## src/rtl/mcycle_pkg.sv

```systemverilog
// Shared constants for the multi-cycle multiply/divide unit.
package mcycle_pkg;
  localparam logic OP_MUL = 1'b0;
  localparam logic OP_DIV = 1'b1;
  localparam int   WIDTH  = 32;
  localparam int   ITERS  = 32;
  localparam int   CNT_W  = $clog2(ITERS);
endpackage

```

## src/rtl/mcycle_negate.sv

```systemverilog
// 64-bit conditional two's-complement negator used for all sign fix-ups.
module mcycle_negate (
  input  logic        neg,
  input  logic [63:0] a,
  output logic [63:0] y
);
  assign y = neg ? (~a + 64'd1) : a;
endmodule

```

## src/rtl/mcycle.sv

```systemverilog
// Iterative 32-bit multiply (shift-add) / divide (restoring) unit that stalls the pipeline.
//
// state     | meaning
// IDLE      | waiting for Start; latches operands on Start
// COMPUTING | one shift-add / shift-subtract iteration per cycle, 32 in total
// DONE      | results valid, Busy low, Start ignored for one cycle
module mcycle
  import mcycle_pkg::*;
(
  input  logic             CLK,
  input  logic             RESETn,
  input  logic             Start,
  input  logic             MCycleOp,
  input  logic             Signed,
  input  logic [WIDTH-1:0] Operand1,
  input  logic [WIDTH-1:0] Operand2,
  output logic [WIDTH-1:0] Result1,
  output logic [WIDTH-1:0] Result2,
  output logic             Busy
);
  typedef enum logic [1:0] {IDLE, COMPUTING, DONE} state_t;

  state_t           state, state_nx;
  logic [CNT_W-1:0] cnt;
  logic             op_q, sgn_q, s1_q, s2_q;
  logic [63:0]      opa, acc, acc_nx, mag1, mag2, res_fix, rem_fix;
  logic [31:0]      opb, opb_nx;
  logic [32:0]      rem_sh, diff;
  logic             ge, last, div0, unused_hi;

  // Sign-extend only in signed mode so the negated value is a clean 64-bit magnitude.
  mcycle_negate u_mag1 (
    .neg (Signed & Operand1[31]),
    .a   ({{32{Signed & Operand1[31]}}, Operand1}),
    .y   (mag1)
  );
  mcycle_negate u_mag2 (
    .neg (Signed & Operand2[31]),
    .a   ({{32{Signed & Operand2[31]}}, Operand2}),
    .y   (mag2)
  );
  mcycle_negate u_res (
    .neg (sgn_q & (s1_q ^ s2_q)),
    .a   ((op_q == OP_MUL) ? acc_nx : {32'b0, opb_nx}),
    .y   (res_fix)
  );
  mcycle_negate u_rem (
    .neg (sgn_q & s1_q),
    .a   ({32'b0, acc_nx[31:0]}),
    .y   (rem_fix)
  );

  assign unused_hi = ^rem_fix[63:32];
  assign last      = (cnt == CNT_W'(ITERS - 1));
  assign div0      = (opa[31:0] == 32'd0);

  always_ff @(posedge CLK) begin
    if (!RESETn) state <= IDLE;
    else         state <= state_nx;
  end

  always_comb begin
    state_nx = state;
    case (state)
      IDLE:      if (Start) state_nx = COMPUTING;
      COMPUTING: if (last)  state_nx = DONE;
      DONE:      state_nx = IDLE;
      default:   state_nx = IDLE;
    endcase
  end

  always_comb begin
    Busy = ((state == IDLE) && Start) || (state == COMPUTING);
  end

  // Divide keeps the partial remainder in acc[32:0] and shifts the dividend out of opb
  // while quotient bits shift in behind it.
  always_comb begin
    rem_sh = {acc[31:0], opb[31]};
    diff   = rem_sh - {1'b0, opa[31:0]};
    ge     = (rem_sh >= {1'b0, opa[31:0]});
    if (op_q == OP_MUL) begin
      acc_nx = opb[0] ? (acc + opa) : acc;
      opb_nx = opb >> 1;
    end else begin
      acc_nx = {31'b0, ge ? diff : rem_sh};
      opb_nx = {opb[30:0], ge};
    end
  end

  always_ff @(posedge CLK) begin
    if (!RESETn) begin
      cnt     <= '0;
      op_q    <= 1'b0;
      sgn_q   <= 1'b0;
      s1_q    <= 1'b0;
      s2_q    <= 1'b0;
      opa     <= '0;
      opb     <= '0;
      acc     <= '0;
      Result1 <= '0;
      Result2 <= '0;
    end else begin
      case (state)
        IDLE: if (Start) begin
          op_q  <= MCycleOp;
          sgn_q <= Signed;
          s1_q  <= Operand1[31];
          s2_q  <= Operand2[31];
          cnt   <= '0;
          acc   <= '0;
          if (MCycleOp == OP_MUL) begin
            opa <= mag1;
            opb <= mag2[31:0];
          end else begin
            opa <= mag2;
            opb <= mag1[31:0];
          end
        end
        COMPUTING: begin
          acc <= acc_nx;
          opb <= opb_nx;
          cnt <= cnt + 1'b1;
          if (op_q == OP_MUL) opa <= opa << 1;
          if (last) begin
            // Divide by zero: the remainder fix-up already restores the original dividend.
            Result1 <= (op_q == OP_DIV && div0) ? '1 : res_fix[31:0];
            Result2 <= (op_q == OP_MUL) ? res_fix[63:32] : rem_fix[31:0];
          end
        end
        default: ;
      endcase
    end
  end
endmodule

```

## config.mk

```make
export PLATFORM = sky130hd
export DESIGN_NAME = mcycle
export DESIGN_NICKNAME = d
export VERILOG_FILES = /design/src/rtl/mcycle_pkg.sv /design/src/rtl/mcycle_negate.sv /design/src/rtl/mcycle.sv
export SDC_FILE = /design/constraint.sdc
export NUM_CORES = 1
export LEC_CHECK = 0
export BUFFER_PORTS_ARGS = -buffer_cell sky130_fd_sc_hd__clkbuf_2
export CAP_MARGIN = 20
export CORE_MARGIN = 4
export CORE_UTILIZATION = 40
export DETAILED_ROUTE_END_ITERATION = 12
export PLACE_DENSITY = 0.67
export SLEW_MARGIN = 20
export SYNTH_ARGS = -nofsm -noshare
export SYNTH_HDL_FRONTEND = slang
export SYNTH_HIERARCHICAL = 1
export SYNTH_SLANG_ARGS = --single-unit
```

## constraint.sdc

```tcl
create_clock -name CLK -period 5.6 [get_ports CLK]
set_clock_uncertainty 0.2 [all_clocks]
set_input_delay 0 -clock CLK [delete_from_list [all_inputs] [get_ports CLK]]
set_output_delay 0 -clock CLK [all_outputs]
set_load 0.1 [all_outputs]
```

==> flow_summary_export.csv, run 1 <==
group,metric,value,unit
outcome,outcome,"completed",
global_routing,gr-total-overflow,0,
drt,route.vias.total,23100,
global_routing,grt_pass1_wl,123000,um
timing,worst_slew_pin_slew,1.05,ns
cts,cts_root_buf,"clkbuf_16",
final_layout,fin_nets,3340,
final_layout,final_cell_mix,"nor2_1 (304), xnor2_1 (265), a21oi_1 (252)",
timing,slew_headroom,0.295,
worst_hold_path,hold_class,"input pin to register",
power_and_ir_drop,powerDensity,229,nW/um^2
critical_path,cp_top_family,"simple AND/OR/NAND/NOR gates",
floorplanning,dieWidth,250,um
critical_path,critical_path_required,5.86,ns
cts,cts_buffers,26,
timing,tns,0,ns
global_routing,antenna_found_initial,0,
timing,fin_crit,5.46,ns
cts,path_clk_slew,0.06,ns
critical_path,cpMaxStageDelayCell,"or4_4",
floorplanning,row_count,88,
final_layout,layout_commonest_cell,"nor2_1",
placement,dp.final_hpwl,62700,um
cts,clkLatencyLatePin,0.56,ns
placement,gp_congestion,0.994,
global_routing,grt_pass1_vias,20900,
placement,postPlaceCellArea,25300,sq um
global_routing,grtUsageTotal,0.242,
critical_path,crit_top_cell,"mux2i_1",
drt,wl_per_cell,20.3,um
global_routing,grt_max_degree,200,
run,maxCapViolCount,0,
critical_path,slowest_delay,0.57,ns
timing,setup_viol,0,
final_layout,finalNonFillerCells,3949,
floorplanning,coreArea,57800,sq um
critical_path,cp-end-kind,"register",
drt,drc,0,
cts,tritoncts,"built",
critical_path,critPathLaunchType,"register",
power_and_ir_drop,power.ir.vdd_worst,0.000139,V
critical_path,crit_chain,"inv_1, ha_1, nand3_1, nor4_1, nand3_1, o21ai_1, buf_4, a21o_1, mux2i_1, mux2i_1, or4_4, or2_1, or4_1, o31ai_1, xnor2_1, mux2i_1, a211oi_1",
drt,wl,80000,um
drt,drt-pass1-iter-count,6,
critical_path,worstSetupPathType,"register to register",
timing,rsz0062_at_grt,"true",
logic_synthesis,ys_warn_count,6,
final_layout,synthToLayoutAreaGrowth,15.8,%
logic_synthesis,netlist_instances,2995,
logic_synthesis,postSynthAreaPerCell,7.80,sq um
floorplanning,start_util,0.404,
timing,period_share,0.975,
critical_path,cp.arrival,5.72,ns
critical_path,path_buf_inv,2,
floorplanning,die_y,250,um
final_layout,fin_area,27100,sq um
critical_path,cp_max_fo,9,
drt,ant_nets,0,
logic_synthesis,syn_nets,3167,
power_and_ir_drop,p_leak,10.5,nW
final_layout,diodes,0,
cts,h-tree-depth,1,
placement,numPortBuffers,133,
logic_synthesis,synthesis.area,23400,sq um
final_layout,drive_gt1_frac,0.169,
timing,fmax,0.183,GHz
floorplanning,die_area,62300,sq um
drt,vias_per_cell,5.86,
cts,clkSinkCount,235,
timing,slew_viol_final,0,
floorplanning,io_pins,134,
cts,cts.path.max_buffers,3,
placement,dp_cells,3829,
drt,drtIter0Drc,1834,
timing,finalHoldViolCount,0,
## flip-flops by register name, summed over array words and instances (netlist names)
register,count
acc,64
opa,64
Result1,32
Result2,32
opb,32
cnt,5
state,2
op_q,1
s1_q,1
s2_q,1
sgn_q,1
## through the flow
step                      setup WS, ns  hold slack, ns  power, W  utilization
final                            0.142          0.0154   0.00619        0.468
after global routing           -0.0204          0.0745   0.00649        0.468
after CTS                      0.00579        0.000396   0.00615        0.466
after detailed placement      -0.00250          0.0962   0.00429        0.438
after global placement           0.128          0.0956   0.00429        0.438
after floorplan                  0.637         -0.0640   0.00354            -
## layout make-up
| class | instances | area, sq um |
|---|---|---|
| Fill cell | 5764 | 30700 |
| Multi-Input combinational cell | 2450 | 17600 |
| Sequential cell | 235 | 4710 |
| Timing Repair Buffer | 357 | 2580 |
| Tap cell | 765 | 957 |
| Clock buffer | 34 | 732 |
| Inverter | 98 | 370 |
| Clock inverter | 10 | 136 |
## worst register-to-register path: stages (launching register included)
cell and delay, ns:
dfxtp_1 0.48, inv_1 0.10, ha_1 0.43, nand3_1 0.27, nor4_1 0.49, nand3_1 0.25, o21ai_1 0.18, buf_4 0.16
a21o_1 0.24, mux2i_1 0.28, mux2i_1 0.13, or4_4 0.57, or2_1 0.27, or4_1 0.43, o31ai_1 0.26, xnor2_1 0.24
mux2i_1 0.13, a211oi_1 0.25
## metal layers
metal,global-route usage,routed length [um],vias up
li1,-,-,11500
met3,0.0425,6920,111
met4,0.0792,2830,0
met5,0,0,-
met2,0.356,32700,840
met1,0.355,37600,10700
## worst paths after layout
path / startpoint / to / slack (ns) / cells past startpoint
max: opa[30] / Result2[28] / 0.14 / 17
min: Operand1[25] / opb[25] / 0.02 / 6
max reg2reg: opa[30] / Result2[28] / 0.14 / 17
min reg2reg: cnt[3] / cnt[3] / 0.26 / 1
## where the power goes
group | total [W] | internal [W] | switching [W]
clock network | 0.00180 | 0.00105 | 0.000742
registers | 0.00189 | 0.00176 | 0.000129
logic | 0.00250 | 0.000991 | 0.00151
total | 0.00619 | 0.00381 | 0.00238
## timing repair
action | 4_1_cts | 5_1_grt
gates resized for setup | 0 | 23
setup endpoints to repair | 0 | 25
hold endpoints to repair | 114 | 0
buffers inserted | 0 | 2
hold buffers | 74 | 0
No activity file was read; power rests on OpenSTA's default activity.
==> run 2, diff against run 1 <==
Settings changed: RECOVER_POWER from default to 50.
==> flow_summary_export.csv, run 2 (synthesis gave the netlist of run 1 again) <==
group,metric,value,unit
outcome,outcome,"finished with violations",
outcome,violations,"max-capacitance violations, max-slew violations",
drt,wl_per_cell,20.3,um
worst_hold_path,hold_class,"input pin to register",
timing,fin_crit,5.46,ns
final_layout,final_cell_mix,"nor2_1 (304), xnor2_1 (265), a21oi_1 (252)",
final_layout,drive_gt1_frac,0.147,
floorplanning,row_count,88,
power_and_ir_drop,switching_power,0.00238,W
placement,dpl_worst_slack,-0.00250,ns
power_and_ir_drop,p_clk_frac,0.290,
critical_path,path_buf_inv,3,
timing,finalHoldViolCount,0,
timing,fmax,0.183,GHz
critical_path,crit_chain,"inv_1, ha_1, a21o_1, a21oi_2, nand3_1, a2111oi_4, or2_1, o211ai_4, a21o_1, buf_12, nand2_1, a31oi_1, or4_4, nor2_1, nand3_2, o41ai_1, xnor2_1, buf_4, mux2i_1, a211oi_1",
critical_path,cp_top_family,"compound AO/OA/AOI/OAI gates",
critical_path,r2r_end,"Result2[26]",
power_and_ir_drop,comb_power_share,0.404,
power_and_ir_drop,power.total,0.00619,W
critical_path,slowest_delay,0.67,ns
placement,dp.final_hpwl,62700,um
critical_path,cp.arrival,5.73,ns
drt,route.vias.total,23200,
timing,slew_viol_final,126,
power_and_ir_drop,seqPwrFrac,0.306,
cts,clkSinkCount,235,
final_layout,final_util,0.466,
timing,period_share,0.975,
drt,drc,0,
power_and_ir_drop,p_int,0.00381,W
critical_path,critical_path_required,5.87,ns
floorplanning,die_y,250,um
timing,rsz0062_at_grt,"true",
timing,worst_slew_pin_slew,2.60,ns
power_and_ir_drop,p_leak,10.3,nW
critical_path,cp-end-kind,"register",
global_routing,grt_pass1_vias,20900,
worst_hold_path,hold_depth,6,
critical_path,cpMaxStageDelayCell,"or4_4",
cts,h-tree-depth,1,
final_layout,fin_nets,3340,
critical_path,rr_startpoint,"opa[3]",
global_routing,antenna_found_initial,0,
placement,gp_congestion,0.994,
cts,clkLatencyLatePin,0.56,ns
worst_hold_path,worstHoldEndpoint,"opb[10]",
floorplanning,coreArea,57800,sq um
floorplanning,dieWidth,250,um
final_layout,layout_commonest_cell,"nor2_1",
drt,wl,80100,um
floorplanning,die_area,62300,sq um
final_layout,fillerInstances,5780,
timing,setup_viol,0,
final_layout,largest_registers,"acc: 64 flops, opa: 64 flops",
critical_path,r2r_cells,20,
critical_path,critPathLaunchType,"register",
global_routing,gr-total-overflow,0,
power_and_ir_drop,powerDensity,229,nW/um^2
critical_path,worstSetupPathType,"register to register",
drt,drt-pass1-iter-count,6,
drt,drtIter0Drc,1765,
cts,tritoncts,"built",
cts,cts_root_buf,"clkbuf_16",
cts,cts_buffers,26,
final_layout,diodes,0,
power_and_ir_drop,power.ir.vdd_worst,0.000140,V
floorplanning,io_pins,134,
critical_path,reg2reg_setup_slack,0.14,ns
worst_hold_path,min-delay-start,"Operand1[10]",
timing,slew_headroom,-0.733,
run,maxCapViolCount,2,
cts,path_clk_slew,0.06,ns
final_layout,synthToLayoutAreaGrowth,15.4,%
global_routing,grtUsageTotal,0.242,
global_routing,grt_max_degree,200,
placement,numPortBuffers,133,
power_and_ir_drop,netSwitchingFraction,0.384,
floorplanning,start_util,0.404,
cts,cts.path.max_buffers,3,
critical_path,cp_max_fo,20,
critical_path,crit_top_cell,"a21o_1",
drt,ant_nets,0,
timing,setup_slack,0.139,ns
global_routing,grt_pass1_wl,123000,um
drt,vias_per_cell,5.88,
==> run 2: changes by cell type in the layout (fill, tap and decap cells not counted) <==
| cell | delta |
|---|---|
| buf_4 | -4 |
| o21ai_1 | -1 |
| clkbuf_1 | +68 |
| clkbuf_2 | -64 |
| and2_0 | +1 |
| and2_1 | -1 |
| o21ai_0 | +1 |
==> run 2: worst max path at each step <==
stage	startpoint	to	slack, ns	cells after the start
finish	opa[3]	Result2[26]	0.14	20
global route	opa[20]	Result2[30]	-0.02	19
CTS	opa[22]	Result2[26]	0.006	17
detailed placement	opa[22]	Result2[26]	-0.003	17
global placement	acc[23]	Result2[26]	0.13	17
floorplan	opa[1]	Result2[28]	0.64	21
==> run 2: per-layer routing <==
metal / global-route usage / up-vias / routed length [um]
li1: - / 11500 / -
met1: 0.355 / 10700 / 37600
met2: 0.356 / 906 / 32600
met3: 0.0425 / 108 / 7050
met4: 0.0792 / 0 / 2850
met5: 0 / - / 0
==> run 2: layout make-up <==
cell class              count  area [sq um]  share of cell area
well taps                 765           957              0.0355
flip-flops and latches    235          4710               0.175
repair buffers            357          2480              0.0922
multi-input cells        2450         17600               0.652
clock inverters            10           136             0.00506
inverters                  98           370              0.0137
clock buffers              34           732              0.0271
==> run 2: what timing repair did <==
action	4_1_cts	5_1_grt
gates resized for setup	0	23
endpoints found under the hold margin	114	0
setup endpoints to repair	0	25
hold buffers	74	0
setup buffers	0	2
==> run 2: power by group through the flow <==
| stage | registers (W) | logic [W] | clock network (W) |
|---|---|---|---|
| finish | 0.00189 | 0.00250 | 0.00179 |
| global route | 0.00190 | 0.00271 | 0.00188 |
| CTS | 0.00188 | 0.00244 | 0.00183 |
| detailed placement | 0.00192 | 0.00237 | 0 |
| global placement | 0.00192 | 0.00237 | 0 |
| floorplan | 0.00187 | 0.00167 | 0 |
==> run 2: stage by stage <==
step                      setup TNS [ns]  std cells  hold WS [ns]  instance area [sq um]
after floorplan                        0       2995       -0.0640                  23400
after global placement                 0       3828        0.0956                  25300
after detailed placement        -0.00250       3829        0.0962                  25300
after CTS                              0       3947      0.000396                  26900
after global routing             -0.0352       3949        0.0745                  27000
final                                  0       3949        0.0157                  27000
==> run 2: tightest hold or removal path, stage by stage <==
cell and delay (ns):
clkbuf_2 0.11, xnor2_1 0.11, mux2i_1 0.14, a211oi_1 0.08, a221oi_1 0.21, nor2_1 0.06
